===== src/rtl/neuromorphic_axi_regfile.sv =====
// AXI4-Lite slave register file: NUM_CTRL read/write control registers with byte strobes and
// write pulses, followed by NUM_STAT read-only status words sampled from stat_in.
module neuromorphic_axi_regfile #(
    parameter int          ADDR_W   = 12,
    parameter int          NUM_CTRL = 4,
    parameter int          NUM_STAT = 4,
    parameter logic [31:0] CTRL_RST = 32'h0000_0000
) (
    input  logic                  S_AXI_ACLK,
    input  logic                  S_AXI_ARESETN,
    input  logic [ADDR_W-1:0]     S_AXI_AWADDR,
    input  logic                  S_AXI_AWVALID,
    output logic                  S_AXI_AWREADY,
    input  logic [31:0]           S_AXI_WDATA,
    input  logic [3:0]            S_AXI_WSTRB,
    input  logic                  S_AXI_WVALID,
    output logic                  S_AXI_WREADY,
    output logic [1:0]            S_AXI_BRESP,
    output logic                  S_AXI_BVALID,
    input  logic                  S_AXI_BREADY,
    input  logic [ADDR_W-1:0]     S_AXI_ARADDR,
    input  logic                  S_AXI_ARVALID,
    output logic                  S_AXI_ARREADY,
    output logic [31:0]           S_AXI_RDATA,
    output logic [1:0]            S_AXI_RRESP,
    output logic                  S_AXI_RVALID,
    input  logic                  S_AXI_RREADY,
    output logic [NUM_CTRL*32-1:0] ctrl_out,
    output logic [NUM_CTRL-1:0]   ctrl_wr_pulse,
    input  logic [NUM_STAT*32-1:0] stat_in,
    output logic [NUM_STAT-1:0]   stat_rd_pulse
);
    localparam int               IDX_W    = ADDR_W - 2;
    localparam logic [IDX_W-1:0] CTRL_END = IDX_W'(NUM_CTRL);
    localparam logic [1:0]       RESP_OK  = 2'b00;
    localparam logic [1:0]       RESP_ERR = 2'b10;

    // Handshake: a beat transfers on the rising edge where VALID and READY are both high. The
    // master holds VALID and payload until then; BVALID/RVALID and their payload are held here
    // until the BREADY/RREADY edge.

    logic                    ready_en_q;
    logic                    aw_held_q, aw_held_d;
    logic [IDX_W-1:0]        aw_idx_q, aw_idx_d;
    logic                    w_held_q, w_held_d;
    logic [31:0]             w_data_q, w_data_d;
    logic [3:0]              w_strb_q, w_strb_d;
    logic                    bvalid_q, bvalid_d;
    logic [1:0]              bresp_q, bresp_d;
    logic                    rvalid_q, rvalid_d;
    logic [1:0]              rresp_q, rresp_d;
    logic [31:0]             rdata_q, rdata_d;
    logic [NUM_CTRL*32-1:0]  ctrl_q, ctrl_d;
    logic [NUM_CTRL-1:0]     wr_pulse_q, wr_pulse_d;
    logic [NUM_STAT-1:0]     rd_pulse_q, rd_pulse_d;

    logic                    aw_hs, w_hs, ar_hs, commit;
    logic [IDX_W-1:0]        wr_idx, rd_idx;
    logic [31:0]             wr_data;
    logic [3:0]              wr_strb;
    logic [3:0]              unused_addr_lsb;

    assign unused_addr_lsb = {S_AXI_AWADDR[1:0], S_AXI_ARADDR[1:0]};

    assign S_AXI_AWREADY = ready_en_q && !aw_held_q && !bvalid_q;
    assign S_AXI_WREADY  = ready_en_q && !w_held_q && !bvalid_q;
    assign S_AXI_ARREADY = ready_en_q && !rvalid_q;
    assign S_AXI_BVALID  = bvalid_q;
    assign S_AXI_BRESP   = bresp_q;
    assign S_AXI_RVALID  = rvalid_q;
    assign S_AXI_RRESP   = rresp_q;
    assign S_AXI_RDATA   = rdata_q;
    assign ctrl_out      = ctrl_q;
    assign ctrl_wr_pulse = wr_pulse_q;
    assign stat_rd_pulse = rd_pulse_q;

    assign aw_hs  = S_AXI_AWVALID && S_AXI_AWREADY;
    assign w_hs   = S_AXI_WVALID && S_AXI_WREADY;
    assign ar_hs  = S_AXI_ARVALID && S_AXI_ARREADY;
    // The second of AW/W to arrive commits on its own edge, taking the other from the hold regs.
    assign commit  = (aw_hs || aw_held_q) && (w_hs || w_held_q);
    assign wr_idx  = aw_held_q ? aw_idx_q : S_AXI_AWADDR[ADDR_W-1:2];
    assign wr_data = w_held_q ? w_data_q : S_AXI_WDATA;
    assign wr_strb = w_held_q ? w_strb_q : S_AXI_WSTRB;
    assign rd_idx  = S_AXI_ARADDR[ADDR_W-1:2];

    always_comb begin
        aw_held_d  = aw_held_q;
        aw_idx_d   = aw_idx_q;
        w_held_d   = w_held_q;
        w_data_d   = w_data_q;
        w_strb_d   = w_strb_q;
        bvalid_d   = bvalid_q;
        bresp_d    = bresp_q;
        ctrl_d     = ctrl_q;
        wr_pulse_d = '0;
        if (aw_hs) begin
            aw_held_d = 1'b1;
            aw_idx_d  = S_AXI_AWADDR[ADDR_W-1:2];
        end
        if (w_hs) begin
            w_held_d = 1'b1;
            w_data_d = S_AXI_WDATA;
            w_strb_d = S_AXI_WSTRB;
        end
        if (bvalid_q && S_AXI_BREADY) begin
            bvalid_d = 1'b0;
        end
        if (commit) begin
            aw_held_d = 1'b0;
            w_held_d  = 1'b0;
            bvalid_d  = 1'b1;
            bresp_d   = (wr_idx < CTRL_END) ? RESP_OK : RESP_ERR;
            for (int i = 0; i < NUM_CTRL; i++) begin
                if (wr_idx == IDX_W'(i)) begin
                    wr_pulse_d[i] = 1'b1;
                    for (int k = 0; k < 4; k++) begin
                        if (wr_strb[k]) ctrl_d[32*i+8*k +: 8] = wr_data[8*k +: 8];
                    end
                end
            end
        end
    end

    // Reads see ctrl_q before any same-edge write commit.
    always_comb begin
        rvalid_d   = rvalid_q;
        rresp_d    = rresp_q;
        rdata_d    = rdata_q;
        rd_pulse_d = '0;
        if (rvalid_q && S_AXI_RREADY) begin
            rvalid_d = 1'b0;
        end
        if (ar_hs) begin
            rvalid_d = 1'b1;
            rresp_d  = RESP_ERR;
            rdata_d  = '0;
            for (int i = 0; i < NUM_CTRL; i++) begin
                if (rd_idx == IDX_W'(i)) begin
                    rresp_d = RESP_OK;
                    rdata_d = ctrl_q[32*i +: 32];
                end
            end
            for (int j = 0; j < NUM_STAT; j++) begin
                if (rd_idx == IDX_W'(NUM_CTRL + j)) begin
                    rresp_d       = RESP_OK;
                    rdata_d       = stat_in[32*j +: 32];
                    rd_pulse_d[j] = 1'b1;
                end
            end
        end
    end

    always_ff @(posedge S_AXI_ACLK or negedge S_AXI_ARESETN) begin
        if (!S_AXI_ARESETN) begin
            ready_en_q <= 1'b0;
            aw_held_q  <= 1'b0;
            aw_idx_q   <= '0;
            w_held_q   <= 1'b0;
            w_data_q   <= '0;
            w_strb_q   <= '0;
            bvalid_q   <= 1'b0;
            bresp_q    <= RESP_OK;
            rvalid_q   <= 1'b0;
            rresp_q    <= RESP_OK;
            rdata_q    <= '0;
            ctrl_q     <= {NUM_CTRL{CTRL_RST}};
            wr_pulse_q <= '0;
            rd_pulse_q <= '0;
        end else begin
            ready_en_q <= 1'b1;
            aw_held_q  <= aw_held_d;
            aw_idx_q   <= aw_idx_d;
            w_held_q   <= w_held_d;
            w_data_q   <= w_data_d;
            w_strb_q   <= w_strb_d;
            bvalid_q   <= bvalid_d;
            bresp_q    <= bresp_d;
            rvalid_q   <= rvalid_d;
            rresp_q    <= rresp_d;
            rdata_q    <= rdata_d;
            ctrl_q     <= ctrl_d;
            wr_pulse_q <= wr_pulse_d;
            rd_pulse_q <= rd_pulse_d;
        end
    end
endmodule


===== config.mk =====
export PLATFORM = sky130hd
export DESIGN_NAME = neuromorphic_axi_regfile
export DESIGN_NICKNAME = d
export VERILOG_FILES = /design/src/rtl/neuromorphic_axi_regfile.sv
export SDC_FILE = /design/constraint.sdc
export NUM_CORES = 1
export LEC_CHECK = 0
export ABC_AREA = 0
export BUFFER_PORTS_ARGS = -buffer_cell sky130_fd_sc_hd__buf_2
export CORE_AREA = 2 2 198 200
export CTS_CLUSTER_SIZE = 24
export DETAILED_ROUTE_END_ITERATION = 6
export DIE_AREA = 0 0 200 202
export GPL_TIMING_DRIVEN = 0
export PLACE_DENSITY = 0.53
export RECOVER_POWER = 50
export SLEW_MARGIN = 10
export SYNTH_ARGS = -nofsm -noshare
export SYNTH_HDL_FRONTEND = slang
export SYNTH_SLANG_ARGS = --single-unit

===== constraint.sdc =====
create_clock -name S_AXI_ACLK -period 5.49 [get_ports S_AXI_ACLK]
set_input_delay 0.549 -clock S_AXI_ACLK [delete_from_list [all_inputs] [get_ports S_AXI_ACLK]]
set_output_delay 0.549 -clock S_AXI_ACLK [all_outputs]
set_load 0.005 [all_outputs]

==> results_tabular.tex, run 1 <==
\begin{tabular}{lr}
\hline
Metric & Value \\
\hline
\multicolumn{2}{l}{\textbf{Synth}} \\
Top area cells in the synthesized netlist & dfrtp\_1, mux2\_2, nor4\_4 \\
Leading area contributor after synthesis & dfrtp\_1 \\
Area share of the largest cell type after synthesis & 49.0\% \\
Post-Synthesis Cells & around 1000 \\
Cell Area, Synth & approximately 11000 um2 \\
Average instance area after synthesis & approximately 12 um2 \\
Number of warning messages in the yosys log & 0 \\
Most frequently used flop master after synthesis & dfrtp\_1 \\
Async set-or-reset flop fraction in the synthesized netlist & 100\% \\
Post-synthesis sequential area ratio & 49.0\% \\
EDFF count, synth & 0 \\
Flop and latch count out of synthesis & $\sim$220 \\
Distinct cell type count after synthesis & 47 \\
\multicolumn{2}{l}{\textbf{Final layout}} \\
Area delta synth->final & 29.4\% \\
NumNets Final & roughly 1600 \\
Leading cell type in the layout, fill and taps excluded & buf\_2 \\
Fin cells & roughly 1900 \\
Top library cells by usage in the layout, fill and taps aside & buf\_2, mux2\_2, dfrtp\_1 \\
Fraction of final layout cells sized beyond drive strength 1 & a little under 40\% \\
\multicolumn{2}{l}{\textbf{Run status}} \\
Run status & finished with violations \\
Violations in the final reports & max-capacitance violations, max-slew violations \\
\multicolumn{2}{l}{\textbf{Placement}} \\
Placed wire-length estimate & approximately 38000 um \\
Cell total after placement & 1858 \\
Count of buffers from port buffering & 364 \\
Routability-driven placement congestion ratio & a little under 1 \\
\multicolumn{2}{l}{\textbf{Global routing}} \\
Pin count of the biggest net entering global routing & 106 \\
Number of global-route vias before repair & slightly below 10000 \\
First-pass GRT wire length & roughly 68000 um \\
Remaining Overflow, GRT & 0 \\
Number of antenna violations at the first check in global routing & 3 \\
Global routing usage summed across all routing layers & between 20\% and 30\% \\
\multicolumn{2}{l}{\textbf{Worst setup path}} \\
Element type at the critical path end & async pin \\
CP max stage delay & around 2.1 ns \\
Startpoint types & input pin \\
Family of cells with the greatest summed delay on the critical path & buffers and inverters \\
Reg-to-reg startpoint & ready\_en\_q \\
Required time of the critical path & 6.14 ns \\
Most frequent CP cell & buf\_16 \\
Maximum net fanout on the critical path & 105 \\
Buffer and inverter count on the worst path & 4 \\
Cell-by-cell listing of the critical path & dlygate4sd3\_1 > clkbuf\_1 > buf\_16 > buf\_16 \\
Slowest stage cell on the critical path & clkbuf\_1 \\
Type of the worst setup path & in2async \\
Critical Path Start & S\_AXI\_ARESETN \\
Critical Path AT & 4.12 ns \\
\multicolumn{2}{l}{\textbf{Flow run}} \\
Max-cap violations & 1 \\
\multicolumn{2}{l}{\textbf{Pwr}} \\
IR Drop Worst-Case VDD & around 240 uV \\
P\_leak & $\sim$6.8 nW \\
Power per standard cell area & roughly 330 nW/um2 \\
\multicolumn{2}{l}{\textbf{Timing}} \\
Max-slew violation count & 52 \\
Worst setup skew after layout & between 0.015 and 0.02 ns \\
Setup-violating endpoint count in the final report & 0 \\
Max transition margin & -101\% \\
Setup repair after global routing missed its margin & no \\
Number of hold-slack violations in the final timing report & 0 \\
Worst Max-Slew Pin Slew & slightly above 3 ns \\
Post-route worst hold slack & about 0.17 ns \\
Setup total negative slack & 0 ns \\
Maximum clock rate & roughly 290 MHz \\
Post-route fraction of the period consumed by the critical path & 63.2\% \\
Tmin final & roughly 3.5 ns \\
\multicolumn{2}{l}{\textbf{Detailed routing}} \\
Number of iterations in the first detailed-routing pass & 5 \\
Post-route antenna net violation count & 0 \\
Post-route DRC & 0 \\
Routed vias/inst & approximately 5 \\
Number of vias in the routed layout & approximately 9600 \\
First-iteration detailed-routing DRC count & around 560 \\
Detailed Route WL & between 40000 and 50000 um \\
Wirelength per Cell & between 20 and 30 um \\
\multicolumn{2}{l}{\textbf{Floorplanning}} \\
FP Rows & slightly above 70 \\
Initial cell density of the core & between 20\% and 30\% \\
X dimension of the die & roughly 200 um \\
Die Span Y & $\sim$200 um \\
Top-Level Pins & approximately 370 \\
Die area & $\sim$40000 um2 \\
Area inside the core boundary & approximately 38000 um2 \\
\multicolumn{2}{l}{\textbf{Clock tree}} \\
Buffer levels on the longest clock path & 3 \\
CTS tree & yes \\
Number of levels the H-tree was split into & 1 \\
CTS buffer count & 27 \\
Clock slew seen by the registers of the worst setup and hold paths & 0.05 ns \\
Clock Root Buffer & clkbuf\_16 \\
Skew-Pair Late Insertion Delay & between 0.5 and 0.6 ns \\
Sink count of the clock tree & between 200 and 250 \\
\multicolumn{2}{l}{\textbf{Min path}} \\
Worst hold-check path type & in2reg \\
Source of the worst hold timing path & S\_AXI\_BREADY \\
\hline
\end{tabular}
## kinds of logic after synthesis
kind of cell    after synthesis  synth area share [%]
compound gates              205                  12.3
buf+inv                      74                  2.68
flops                       221                  49.0
mux                         249                  24.7
other cells                   2                0.0665
simple gates                222                  11.3
## layout make-up
cell class	instances	area (um2)
Antenna cell	3	7.51
Buffer	69	284
Clock buffer	40	785
Clock inverter	9	133
Fill cell	3966	23700
Inverter	5	18.8
Multi-Input combinational cell	679	5470
Sequential cell	221	5530
Tap cell	518	648
Timing Repair Buffer	367	1740
## final timing paths
kind / end / slack (ns) / cells after the start
setup / recovery: aw_idx_q[3] / 2.02 / 4
hold / removal: S_AXI_BVALID / 0.17 / 2
setup reg to reg: ctrl_out[91] / 2.45 / 7
hold reg to reg: S_AXI_RRESP[1] / 0.48 / 2
max in group S_AXI_ACLK: S_AXI_RDATA[3] / 2.24 / 8
min in group asynchronous: stat_rd_pulse[3] / 1.53 / 2
## where the power goes
part	switching [W]	total [W]	internal [W]
logic	0.000609	0.00106	0.000448
clock network	0.000728	0.00185	0.00113
registers	0.000107	0.00194	0.00184
## metrics by stage
stage | total power (W) | setup slack [ns] | utilization, % | area (um2)
5_1_grt | 0.00509 | 1.40 | 38.1 | 14600
6_report | 0.00486 | 2.02 | 38.2 | 14600
3_5_place_dp | 0.00305 | 1.57 | 36.1 | 13800
2_1_floorplan | 0.00264 | 3.03 | - | 11300
4_1_cts | 0.00493 | 2.16 | 38.6 | 14800
3_3_place_gp | 0.00302 | -0.331 | 36.0 | 13800
## sequential cells by signal, summed over array words and instances, names as in the netlist, 4 cells and up
| name | flops |
|---|---|
| ctrl_wr_pulse | 4 |
| S_AXI_RDATA | 32 |
| stat_rd_pulse | 4 |
| aw_idx_q | 10 |
| w_data_q | 32 |
| ctrl_out | 128 |
| w_strb_q | 4 |
## layer usage
layer | vias up | GRT usage (%) | routed length (um)
li1 | 4380 | - | -
met4 | 2 | 4.13 | 673
met3 | 43 | 5.02 | 3340
met5 | - | 0 | 7
met2 | 330 | 39.3 | 23000
met1 | 4827 | 31.0 | 20800
## cell usage after synthesis, types with 5 or more instances
| master | n |
|---|---|
| a22oi_1 | 24 |
| nor2b_1 | 6 |
| buf_1 | 6 |
| a21oi_1 | 36 |
| o21ai_0 | 37 |
| dfrtp_1 | 221 |
| nor3_1 | 17 |
| mux2_2 | 226 |
| inv_1 | 5 |
| a211o_1 | 20 |
| clkbuf_1 | 57 |
| mux2i_1 | 22 |
| nor2_1 | 49 |
| nand3_1 | 13 |
| a31oi_1 | 13 |
| o31ai_1 | 20 |
| and2_1 | 6 |
| o21bai_1 | 9 |
| nand2b_1 | 15 |
| o211ai_1 | 5 |
| a221oi_1 | 13 |
| o22ai_1 | 12 |
| nand2_1 | 83 |
| nor4_4 | 16 |
| o22a_1 | 9 |
## what timing repair did
| action | 4_1_cts | 5_1_grt |
|---|---|---|
| hold buffers | 1 | 0 |
| buffers inserted | 0 | 0 |
| gates resized for setup | 0 | 0 |
| setup endpoints to repair | 0 | 0 |
| endpoints found under the hold margin | 51 | 0 |
Note: power is estimated with default switching activity, not from simulation.
==> run 2: changes to the inputs <==
Settings changed: PLACE_DENSITY 0.53 to 0.55.
Clock period 5.49 ns to 3.05 ns, I/O delays scaled along.
==> results_tabular.tex, run 2 (same netlist as run 1, synthesis figures left out) <==
\begin{tabular}{lr}
\hline
Metric & Value \\
\hline
\multicolumn{2}{l}{\textbf{Run status}} \\
Violations in the final reports & max-capacitance violations, max-slew violations \\
Run status & finished with violations \\
\multicolumn{2}{l}{\textbf{Pwr}} \\
IR Drop Worst-Case VDD & 420 uV \\
Power per standard cell area & just under 600 nW/um2 \\
P\_leak & roughly 7 nW \\
\multicolumn{2}{l}{\textbf{Timing}} \\
Maximum clock rate & 344 MHz \\
Setup repair after global routing missed its margin & no \\
Tmin final & a little under 3 ns \\
Number of hold-slack violations in the final timing report & 0 \\
Worst path setup slack after routing & between 0.1 and 0.15 ns \\
Max transition margin & -9.36\% \\
Worst Max-Slew Pin Slew & 1.64 ns \\
Worst setup skew after layout & 0.0136 ns \\
Post-route fraction of the period consumed by the critical path & a little over nine tenths \\
Max-slew violation count & 60 \\
Setup-violating endpoint count in the final report & 0 \\
\multicolumn{2}{l}{\textbf{Final layout}} \\
Fraction of final layout cells sized beyond drive strength 1 & between 30\% and 40\% \\
Top library cells by usage in the layout, fill and taps aside & buf\_2, mux2\_2, dfrtp\_1 \\
Leading cell type in the layout, fill and taps excluded & buf\_2 \\
NumNets Final & roughly 1600 \\
Max reg flops & about 130 \\
Area delta synth->final & 36.0\% \\
Final Cell Area & roughly 15000 um2 \\
Utilization after layout & roughly two fifths \\
Fin cells & 1980 \\
\multicolumn{2}{l}{\textbf{Clock tree}} \\
Skew-Pair Late Insertion Delay & around 0.56 ns \\
Buffer levels on the longest clock path & 3 \\
Clock slew seen by the registers of the worst setup and hold paths & roughly 0.060 ns \\
CTS tree & yes \\
Clock Root Buffer & clkbuf\_16 \\
Number of levels the H-tree was split into & 1 \\
CTS buffer count & 27 \\
Sink count of the clock tree & approximately 220 \\
\multicolumn{2}{l}{\textbf{Detailed routing}} \\
Number of iterations in the first detailed-routing pass & 5 \\
Wirelength per Cell & between 20 and 25 um \\
Post-route antenna net violation count & 0 \\
Detailed Route WL & a little under 50000 um \\
Routed vias/inst & $\sim$5.0 \\
Post-route DRC & 0 \\
First-iteration detailed-routing DRC count & 478 \\
Number of vias in the routed layout & about 10000 \\
\multicolumn{2}{l}{\textbf{Global routing}} \\
Remaining Overflow, GRT & 0 \\
Pin count of the biggest net entering global routing & 89 \\
Number of antenna violations at the first check in global routing & 7 \\
Number of global-route vias before repair & about 10000 \\
Global routing usage summed across all routing layers & 23.9\% \\
First-pass GRT wire length & $\sim$69000 um \\
\multicolumn{2}{l}{\textbf{Floorplanning}} \\
X dimension of the die & $\sim$200 um \\
Top-Level Pins & 372 \\
Initial cell density of the core & a little under 30\% \\
FP Rows & between 70 and 80 \\
Area inside the core boundary & 38300 um2 \\
Die Span Y & around 200 um \\
Die area & around 40000 um2 \\
\multicolumn{2}{l}{\textbf{Worst setup path}} \\
Critical Path Start & aw\_idx\_q[7] \\
Maximum net fanout on the critical path & 10 \\
Critical Path AT & 3.35 ns \\
Required time of the critical path & between 3 and 4 ns \\
Reg-to-reg startpoint & aw\_idx\_q[7] \\
Type of the worst setup path & reg2reg \\
Startpoint types & flop \\
Element type at the critical path end & flop \\
\multicolumn{2}{l}{\textbf{Placement}} \\
Count of buffers from port buffering & 364 \\
Routability-driven placement congestion ratio & roughly 0.96 \\
Area post-placement & around 14000 um2 \\
Placed wire-length estimate & about 38000 um \\
Pre-CTS setup slack & -0.590 ns \\
Cell total after placement & 1858 \\
\multicolumn{2}{l}{\textbf{Flow run}} \\
Max-cap violations & 1 \\
\multicolumn{2}{l}{\textbf{Min path}} \\
Worst hold-check path type & in2reg \\
Source of the worst hold timing path & S\_AXI\_WSTRB[0] \\
\hline
\end{tabular}
run 2: cell types whose count changed in the layout (fill, tap and decap cells not counted), sizes merged:
cell         change
buf             +10
bufinv           +2
clkbuf          -12
clkinv           +2
diode            +2
dlygate4sd3     +66
inv              -1
run 2: report_power, final:
group | switching, W | leakage [nW] | internal [W] | total, W
combinational | 0.00113 | 3.72 | 0.000864 | 0.00199
clock | 0.00132 | 0.460 | 0.00214 | 0.00346
sequential | 0.000200 | 2.97 | 0.00331 | 0.00351
total | 0.00265 | 7.15 | 0.00631 | 0.00896
run 2: layout make-up:
cell class / count / area [um2]
plain buffers: 68 / 285
clock inverters: 12 / 194
fillers: 3846 / 22900
diodes: 5 / 12.5
clock buffers: 37 / 753
multi-input cells: 679 / 5460
flip-flops and latches: 221 / 5530
repair buffers: 435 / 2450
inverters: 5 / 18.8
well taps: 518 / 648
run 2: what timing repair did:
action | in CTS | in global routing
endpoints found under the hold margin | 125 | 0
hold buffers | 67 | 0
setup buffers | 0 | 2
resized for setup | 3 | 2
setup endpoints to repair | 16 | 27
pin swaps | 0 | 2
run 2: path summary, 6_finish.rpt:
path                               endpoint  slack [ns]  cells after the start
max reg2reg                    ctrl_out[37]        0.14                      7
min in group asynchronous  stat_rd_pulse[3]        0.69                      2
min reg2reg                  S_AXI_RRESP[1]        0.50                      2
min                             w_strb_q[0]        0.02                      2
max                            ctrl_out[37]        0.14                      7
max in group asynchronous      ctrl_out[49]        0.80                      4
run 2: per-stage QoR:
| stage | hold slack, ns | setup TNS [ns] | power [W] |
|---|---|---|---|
| global placement | 0.462 | -560.70 | 0.00543 |
| global route | 0.00968 | 0 | 0.00937 |
| floorplan | 0.00941 | 0 | 0.00475 |
| finish | 0.0246 | 0 | 0.00896 |
| CTS | 0.0000620 | 0 | 0.00906 |
| detailed placement | 0.267 | -15.22 | 0.00550 |
run 2: per-layer routing:
metal / wire [um] / global-route usage [%]
met3: 3310 / 4.64
met4: 1120 / 6.53
met2: 23700 / 40.2
met5: 17 / 0
met1: 21000 / 31.2
run 2: critical path, stage by stage (launching register included):
cell,delay [ns]
dfrtp_1,0.37
or4_1,0.53
nor4_1,0.25
a31oi_1,0.09
buf_6,0.19
buf_6,0.18
nor4_4,0.75
mux2_2,0.42
==> run 3: changes to the inputs <==
Settings changed: CTS_BUF_LIST set to sky130_fd_sc_hd__clkbuf_8.
==> results_tabular.tex, run 3 (same netlist as run 1, synthesis figures left out) <==
\begin{tabular}{lr}
\hline
Metric & Value \\
\hline
\multicolumn{2}{l}{\textbf{Timing}} \\
Max transition margin & -7.87\% \\
Setup repair after global routing missed its margin & no \\
Maximum clock rate & 338 MHz \\
Worst Max-Slew Pin Slew & $\sim$1.6 ns \\
Setup total negative slack & 0 ns \\
Setup-violating endpoint count in the final report & 0 \\
Number of hold-slack violations in the final timing report & 0 \\
Post-route fraction of the period consumed by the critical path & between 90\% and 100\% \\
Max-slew violation count & 60 \\
Tmin final & just under 3 ns \\
Worst setup skew after layout & approximately 0.042 ns \\
\multicolumn{2}{l}{\textbf{Floorplanning}} \\
Die area & 40400 um2 \\
Die Span Y & $\sim$200 um \\
Initial cell density of the core & between 20 and 30\% \\
X dimension of the die & approximately 200 um \\
FP Rows & 72 \\
Area inside the core boundary & approximately 38000 um2 \\
Top-Level Pins & between 300 and 400 \\
\multicolumn{2}{l}{\textbf{Placement}} \\
Count of buffers from port buffering & between 300 and 400 \\
Cell total after placement & between 1500 and 2000 \\
Placed wire-length estimate & $\sim$38000 um \\
Routability-driven placement congestion ratio & just under 1 \\
Area post-placement & about 14000 um2 \\
\multicolumn{2}{l}{\textbf{Clock tree}} \\
Number of levels the H-tree was split into & 2 \\
Sink count of the clock tree & $\sim$220 \\
Clock Root Buffer & clkbuf\_8 \\
CTS buffer count & 43 \\
Buffer levels on the longest clock path & 3 \\
CTS tree & yes \\
Clock slew seen by the registers of the worst setup and hold paths & approximately 0.060 ns \\
Skew-Pair Late Insertion Delay & $\sim$0.60 ns \\
\multicolumn{2}{l}{\textbf{Worst setup path}} \\
Required time of the critical path & between 3 and 4 ns \\
Startpoint types & flop \\
Maximum net fanout on the critical path & 10 \\
Flop-to-flop setup slack & around 0.094 ns \\
Critical Path AT & 3.41 ns \\
Type of the worst setup path & reg2reg \\
Element type at the critical path end & flop \\
\multicolumn{2}{l}{\textbf{Pwr}} \\
P\_leak & 7.24 nW \\
IR Drop Worst-Case VDD & approximately 330 uV \\
Power per standard cell area & around 550 nW/um2 \\
\multicolumn{2}{l}{\textbf{Detailed routing}} \\
Wirelength per Cell & 24.4 um \\
Number of iterations in the first detailed-routing pass & 5 \\
First-iteration detailed-routing DRC count & 484 \\
Post-route DRC & 0 \\
Detailed Route WL & a little under 50000 um \\
Routed vias/inst & about 5 \\
Number of vias in the routed layout & 10018 \\
Post-route antenna net violation count & 0 \\
\multicolumn{2}{l}{\textbf{Final layout}} \\
Max reg flops & 128 \\
Fraction of final layout cells sized beyond drive strength 1 & between 30\% and 40\% \\
Fin cells & approximately 2000 \\
Leading cell type in the layout, fill and taps excluded & buf\_2 \\
Area delta synth->final & 36.1\% \\
NumNets Final & 1661 \\
Final Cell Area & 15400 um2 \\
Utilization after layout & between 40\% and 50\% \\
Top library cells by usage in the layout, fill and taps aside & buf\_2, mux2\_2, dfrtp\_1 \\
\multicolumn{2}{l}{\textbf{Global routing}} \\
Number of antenna violations at the first check in global routing & 7 \\
First-pass GRT wire length & around 70000 um \\
Number of global-route vias before repair & about 10000 \\
Remaining Overflow, GRT & 0 \\
Pin count of the biggest net entering global routing & 89 \\
Global routing usage summed across all routing layers & 24.3\% \\
\multicolumn{2}{l}{\textbf{Min path}} \\
Worst hold-check path type & in2reg \\
\multicolumn{2}{l}{\textbf{Flow run}} \\
Max-cap violations & 1 \\
\multicolumn{2}{l}{\textbf{Run status}} \\
Violations in the final reports & max-capacitance violations, max-slew violations \\
Run status & finished with violations \\
\hline
\end{tabular}
-- run 3: cell types whose count changed in the layout (fill, tap and decap cells not counted), sizes merged --
cell | previous run | this run
bufinv | 5 | 0
clkbuf | 203 | 220
clkinv | 4 | 2
clkinvlp | 2 | 1
dlygate4sd3 | 67 | 81
inv | 6 | 22
-- run 3: final timing paths --
check | from | to | cells past startpoint
max | aw_idx_q[7] | ctrl_out[95] | 7
min | S_AXI_ARADDR[7] | S_AXI_RRESP[1] | 3
max reg2reg | aw_idx_q[7] | ctrl_out[95] | 7
min reg2reg | S_AXI_RDATA[7] | S_AXI_RDATA[7] | 2
max in group asynchronous | S_AXI_ARESETN | aw_idx_q[5] | 4
min in group asynchronous | S_AXI_ARESETN | stat_rd_pulse[3] | 2
-- run 3: where the power goes --
part	internal, W	total [W]	switching (W)
sequential	0.00331	0.00351	0.000197
clock	0.00160	0.00293	0.00133
combinational	0.000884	0.00201	0.00113
-- run 3: layer usage --
layer | track usage (%) | vias up | wire (um)
li1 | - | 4585 | -
met3 | 5.04 | 79 | 3060
met4 | 8.20 | 4 | 1360
met5 | 0 | - | 26
met2 | 40.6 | 357 | 23700
met1 | 31.1 | 4993 | 21200
-- run 3: layout make-up --
type	instances	area [um2]
Fill cell	3876	22900
Sequential cell	221	5530
Multi-Input combinational cell	679	5460
Timing Repair Buffer	448	2570
Clock buffer	55	757
Tap cell	518	648
Buffer	68	284
Clock inverter	20	81.3
Inverter	5	18.8
Antenna cell	5	12.5
-- run 3: worst max-delay path, stage by stage (launching register included) --
cell and delay, ns:
dfrtp_1 0.37, or4_1 0.53, nor4_1 0.25, a31oi_1 0.09, buf_6 0.19, buf_6 0.18, nor4_4 0.78, mux2_2 0.41
-- run 3: metrics by stage --
stage	setup slack, ns	hold WS (ns)	total power (W)
5_1_grt	0.0202	0.0491	0.00889
4_1_cts	0.0562	0.00943	0.00859
6_report	0.0939	0.0601	0.00845
3_5_place_dp	-0.590	0.267	0.00550
3_3_place_gp	-2.50	0.462	0.00543
2_1_floorplan	0.605	0.00941	0.00475
-- run 3: repair_timing --
item | 4_1_cts | 5_1_grt
hold buffers | 81 | 0
endpoints found under the hold margin | 138 | 0
setup buffers | 0 | 1
resized for setup | 2 | 3
setup endpoints to repair | 14 | 21
pin swaps | 0 | 1
